[config.mk]
export PLATFORM = sky130hd
export DESIGN_NAME = uart_tx_scheduler
export DESIGN_NICKNAME = d
export VERILOG_FILES = /design/src/rtl/uart_pkg.sv /design/src/rtl/rr_arbiter.sv /design/src/rtl/uart_tx_scheduler.sv
export SDC_FILE = /design/constraint.sdc
export NUM_CORES = 1
export LEC_CHECK = 0
export CELL_PAD_IN_SITES_DETAIL_PLACEMENT = 1
export CELL_PAD_IN_SITES_GLOBAL_PLACEMENT = 1
export CORE_UTILIZATION = 39
export DETAILED_ROUTE_END_ITERATION = 8
export PLACE_DENSITY = 0.86
export SLEW_MARGIN = 15
export SYNTH_ARGS = -nofsm -noshare
export SYNTH_HDL_FRONTEND = slang
export SYNTH_SLANG_ARGS = --single-unit
[constraint.sdc]
create_clock -name clk -period 4.1 [get_ports clk]
set_clock_uncertainty 0.05 [all_clocks]
set_input_delay 0.82 -clock clk [delete_from_list [all_inputs] [get_ports clk]]
set_output_delay 0.82 -clock clk [all_outputs]
set_load 0.03 [all_outputs]
[src/rtl/uart_pkg.sv]
// rtl/uart_pkg.sv - shared UART types and constants
package uart_pkg;

  localparam int UART_DATA_W = 8;

  typedef enum logic [1:0] {IDLE, LAUNCH, SEND, GAP} sched_state_t;

endpackage

[src/rtl/rr_arbiter.sv]
// rtl/rr_arbiter.sv - combinational round-robin arbiter, first request at or after ptr wins
module rr_arbiter #(
  parameter int N     = 4,
  parameter int IDX_W = (N > 1) ? $clog2(N) : 1
) (
  input  logic [N-1:0]     req,
  input  logic [IDX_W-1:0] ptr,
  output logic [N-1:0]     gnt,
  output logic [IDX_W-1:0] gnt_idx
);

  logic [IDX_W-1:0] idx;

  // Walk from the farthest offset down so the candidate nearest ptr is written last and wins.
  always_comb begin
    gnt     = '0;
    gnt_idx = '0;
    idx     = '0;
    for (int i = N - 1; i >= 0; i--) begin
      idx = IDX_W'((int'(ptr) + i) % N);
      if (req[idx]) begin
        gnt      = '0;
        gnt[idx] = 1'b1;
        gnt_idx  = idx;
      end
    end
  end

endmodule

[src/rtl/uart_tx_scheduler.sv]
// rtl/uart_tx_scheduler.sv - shares one UART transmitter among N_REQ byte requesters
module uart_tx_scheduler
  import uart_pkg::*;
#(
  parameter int N_REQ          = 4,
  parameter int LAUNCH_TIMEOUT = 16,
  parameter int GAP_CYCLES     = 4
) (
  input  logic                         clk,
  input  logic                         rst,
  input  logic [N_REQ-1:0]             req,
  input  logic [UART_DATA_W*N_REQ-1:0] req_data,
  output logic [N_REQ-1:0]             grant,
  output logic [N_REQ-1:0]             done,
  output logic                         err_timeout,
  output logic [UART_DATA_W-1:0]       tx_data,
  output logic                         tx_start,
  input  logic                         tx_busy,
  output logic [$clog2(N_REQ)-1:0]     active_id
);

  localparam int ID_W = $clog2(N_REQ);
  localparam int LC_W = $clog2(LAUNCH_TIMEOUT) + 1;
  localparam int GC_W = $clog2(GAP_CYCLES) + 1;
  localparam logic [LC_W-1:0] LC_LAST = LC_W'(LAUNCH_TIMEOUT - 1);
  localparam logic [GC_W-1:0] GC_LAST = GC_W'(GAP_CYCLES - 1);
  localparam logic [ID_W-1:0] ID_LAST = ID_W'(N_REQ - 1);

  sched_state_t state, state_n;
  logic [LC_W-1:0] launch_cnt, launch_cnt_n;
  logic [GC_W-1:0] gap_cnt, gap_cnt_n;
  logic [ID_W-1:0] rr_ptr, rr_ptr_n, next_ptr;
  logic [N_REQ-1:0] grant_n, done_n, arb_gnt;
  logic [ID_W-1:0] arb_idx, active_id_n;
  logic [UART_DATA_W-1:0] tx_data_n, sel_data;
  logic err_n, tx_start_n;

  rr_arbiter #(.N(N_REQ), .IDX_W(ID_W)) u_arb (
    .req    (req),
    .ptr    (rr_ptr),
    .gnt    (arb_gnt),
    .gnt_idx(arb_idx)
  );

  always_comb begin
    sel_data = '0;
    for (int i = 0; i < N_REQ; i++) begin
      if (arb_idx == ID_W'(i)) sel_data = req_data[i*UART_DATA_W +: UART_DATA_W];
    end
  end

  assign next_ptr = (active_id == ID_LAST) ? '0 : active_id + 1'b1;

  always_ff @(posedge clk) begin
    if (rst) begin
      state       <= GAP;
      launch_cnt  <= '0;
      gap_cnt     <= '0;
      rr_ptr      <= '0;
      grant       <= '0;
      done        <= '0;
      err_timeout <= 1'b0;
      tx_data     <= '0;
      tx_start    <= 1'b0;
      active_id   <= '0;
    end else begin
      state       <= state_n;
      launch_cnt  <= launch_cnt_n;
      gap_cnt     <= gap_cnt_n;
      rr_ptr      <= rr_ptr_n;
      grant       <= grant_n;
      done        <= done_n;
      err_timeout <= err_n;
      tx_data     <= tx_data_n;
      tx_start    <= tx_start_n;
      active_id   <= active_id_n;
    end
  end

  always_comb begin
    state_n      = state;
    launch_cnt_n = launch_cnt;
    gap_cnt_n    = gap_cnt;
    rr_ptr_n     = rr_ptr;
    grant_n      = grant;
    done_n       = '0;
    err_n        = 1'b0;
    tx_data_n    = tx_data;
    tx_start_n   = tx_start;
    active_id_n  = active_id;
    case (state)
      IDLE: begin
        if (|req) begin
          grant_n      = arb_gnt;
          tx_data_n    = sel_data;
          active_id_n  = arb_idx;
          tx_start_n   = 1'b1;
          launch_cnt_n = '0;
          state_n      = LAUNCH;
        end
      end
      LAUNCH: begin
        // Start must drop the moment busy is seen: the transmitter re-samples the level when idle.
        if (tx_busy) begin
          tx_start_n = 1'b0;
          state_n    = SEND;
        end else if (launch_cnt == LC_LAST) begin
          tx_start_n = 1'b0;
          err_n      = 1'b1;
          grant_n    = '0;
          rr_ptr_n   = next_ptr;
          gap_cnt_n  = '0;
          state_n    = GAP;
        end else begin
          launch_cnt_n = launch_cnt + 1'b1;
        end
      end
      SEND: begin
        if (!tx_busy) begin
          done_n    = grant;
          grant_n   = '0;
          rr_ptr_n  = next_ptr;
          gap_cnt_n = '0;
          state_n   = GAP;
        end
      end
      GAP: begin
        tx_start_n = 1'b0;
        if (gap_cnt == GC_LAST) state_n = IDLE;
        else gap_cnt_n = gap_cnt + 1'b1;
      end
      default: state_n = GAP;
    endcase
  end

endmodule
==> summary.txt <==
Run status
  – Status: completed

Power
  – Max VDD drop: roughly 300 uV
  – Leak Pwr: 1.15 nW
  – Power per cell area: roughly 440 nW/um2

Layout
  – Commonest cells after routing, fill and taps aside: clkdlybuf4s50_1 (58), dfxtp_1 (32), nor2_1 (26)
  – Layout Cells excl Fill: 384
  – Antenna Cells: 0
  – Share of layout cells above drive strength 1: 0.0801
  – Final net count: 368
  – Area Growth Syn to Fin: 33.1%
  – Post-Route Utilization: 0.540
  – Most common cell after layout, fill and taps aside: clkdlybuf4s50_1

Synth
  – Post-synth top area cell: dfxtp_1
  – Fraction of registers with async set/reset: 0
  – Post-Syn Instances: 257
  – Yosys warnings: 0
  – Simple-gate share of the synthesized area: 0.169
  – Seq/Total Area, Yosys: 0.285
  – Post-synth top area share: 0.285
  – Syn Nets: 314
  – Top_reg_cell synth: dfxtp_1
  – EDFF count, synth: 0
  – Synth Area in XOR/XNOR: 0
  – Synth Area per Inst: 8.74 um2
  – Register bit total from synthesis: 32
  – Yosys cell types: between 40 and 50
  – Compound-Gate Fraction of Synth Area: 0.263
  – Post-Synth Adder-Cell Area: 0.100
  – Main combinational cell family by area after synthesis: compound AO/OA/AOI/OAI gates
  – Synth area leaders: dfxtp_1 (29%), ha_1 (10%), mux2i_1 (7.6%), nor2_1 (4.3%), o211ai_1 (3.7%)
  – Multiplexer area fraction after synthesis: 0.126
  – Mapped Area: 2250 um2

Placement
  – Dpl ws: 0.587 ns
  – GP Congestion: 0.772
  – Dpl cells: between 300 and 400
  – Hpwl dp: 4970 um
  – IO Port Bufs: 58

CTS
  – CTS tree: built
  – CTS Root Cell: clkbuf_8
  – Post-cts sizing count: 0
  – Setup bufs post-CTS: 0
  – CTS Buffer Depth: 2
  – Hold buffers post-CTS: 0
  – Clk sinks: 32
  – Clock Pin Slew Worst Setup and Hold Paths: 0.07 ns
  – CTS H-tree depth: 2
  – Clock latency on the worst-skew pair: 0.29 ns
  – Num CTS Buffers: 5

Worst setup path
  – Crit path DAT: 3.40 ns
  – Reg2reg end: tx_data[3]
  – Max incr delay on CP: 0.76 ns
  – Critical path type: in2reg
  – Worst Path Buf+Inv: 1
  – Worst path cell trace: clkdlybuf4s50_1 -> mux4_2 -> a211oi_2 -> a21oi_2 -> mux2_2 -> a22oi_1 -> o21ai_1
  – R2r worst-path depth: 8
  – Crit path max fanout: 16
  – Critical path origin: req[0]
  – Slowest CP cell: clkdlybuf4s50_1
  – Worst setup path endpoint: tx_data[3]
  – Worst setup EP type: register
  – R2R setup slack: between 0.8 and 0.9 ns
  – Worst R2R Start: rr_ptr[1]
  – Req. time, crit path: roughly 4.2 ns
  – Top cell family by delay on the critical path: compound AO/OA/AOI/OAI gates
  – Crit path depth: 7
  – Crit path launch type: input port

Timing
  – Worst Max-Slew Pin Slew: roughly 0.79 ns
  – Unrepaired setup endpoints after global routing: no
  – Final Setup Violations: 0
  – Max frequency: 305 MHz
  – Final Hold Fails: 0
  – Hold WS: 0.432 ns
  – Post-layout worst setup margin: around 0.8 ns
  – Min Tclk post-route: between 3 and 4 ns
  – Slew headroom: 0.463
  – Final Max Tran Viols: 0
  – Setup TNS: 0 ns
  – Final period util: 0.800

Floorplan
  – Chip height: 77.9 um
  – Core area: 5540 um2
  – # IOs: 59
  – Initial Utilization: 0.405
  – Std-Cell Rows: 27
  – Area of the die: between 6000 and 7000 um2
  – Die width: 77.9 um

Detailed routing
  – Drt first-iter violations: 83
  – # DRC: 0
  – DR pass1 iterations: 4
  – Total number of vias: 2,179
  – Post-detailed-route wirelength per cell: about 17 um
  – Via density: 5.67
  – DRT Wirelength: between 6000 and 7000 um
  – Number of routed nets with antenna violations: 0

Min path
  – HP Class: reg2reg
  – HP Start: launch_cnt[1]

GRT
  – First-pass GRT wire length: 10,600 um
  – Largest net degree at the start of global routing: 17
  – Vias in the first global route: 2,217
  – GRT overflow: 0
  – GRT Total Usage: 0.225
  – Antenna violations before repair: 0

Job
  – MaxCap Viol Count: 0
## worst reg2reg max path: cells and delay by family, from the launching register on
kind / cells / cell delay [ns]
mux: 2 / 0.71
fa+ha+maj: 1 / 0.53
buf+inv: 1 / 0.20
compound gates: 4 / 0.97
flops: 1 / 0.64
## cell type report
cell class | count | area (um2)
fillers | 661 | 2550
well taps | 72 | 90.1
repair buffers | 62 | 611
flip-flops and latches | 32 | 641
inverters | 12 | 45.0
multi-input cells | 198 | 1480
clock buffers | 7 | 96.3
clock inverters | 1 | 30.0
## metrics by stage
| step | cell area (um2) | power (mW) |
|---|---|---|
| global route | 2990 | 1.38 |
| CTS | 2990 | 1.31 |
| floorplan | 2250 | 0.784 |
| detailed placement | 2860 | 0.961 |
| global placement | 2860 | 0.942 |
| finish | 2990 | 1.30 |
## how the worst min path moves through the flow
stage                                to  slack [ns]  cells after the start
final                     launch_cnt[1]        0.43                      2
after global routing            done[3]        0.46                      1
after CTS                 launch_cnt[1]        0.44                      2
after detailed placement  launch_cnt[1]        0.43                      2
after global placement    launch_cnt[1]        0.41                      2
after floorplan           launch_cnt[1]        0.40                      2
## report_power, final
part / leakage [nW] / switching, mW / internal, mW
Sequential: 0.259 / 0.0302 / 0.353
Clock: 0.0645 / 0.127 / 0.215
Combinational: 0.826 / 0.340 / 0.237
## cell usage after synthesis (2+ instances only)
master    count
dfxtp_1      32
nor2_1       26
ha_1         18
mux2i_1      17
nand2_1      14
a21oi_1      12
inv_1        12
o211ai_1     11
o21ai_0      10
buf_2         9
a22oi_1       7
a31oi_1       6
and2_1        6
a22o_1        5
nand2b_1      5
a32oi_1       4
clkbuf_1      4
mux2_2        4
nor2b_1       4
nor3_1        4
o221a_1       4
o31ai_1       4
a21o_1        3
nand3_1       3
nor3b_1       3
or2_0         3
a211oi_1      2
buf_6         2
mux4_2        2
o221ai_1      2
## kinds of logic after synthesis
logic type      Yosys count
compound gates           80
fa+ha+maj                18
buf+inv                  27
flops                    32
mux                      24
simple gates             76
## metal layers
layer,global-route usage,wire length [um]
met5,0,0
met1,0.257,2920
met2,0.402,3440
met3,0.0388,139
met4,0.109,166
## registers in the layout (all words and copies together), names as in the netlist, 2 cells and up
register and count:
active_id 2, done 4, gap_cnt 3, grant 4, launch_cnt 5, rr_ptr 2, state 2, tx_data 8
No activity file was read; power rests on OpenSTA's default activity.
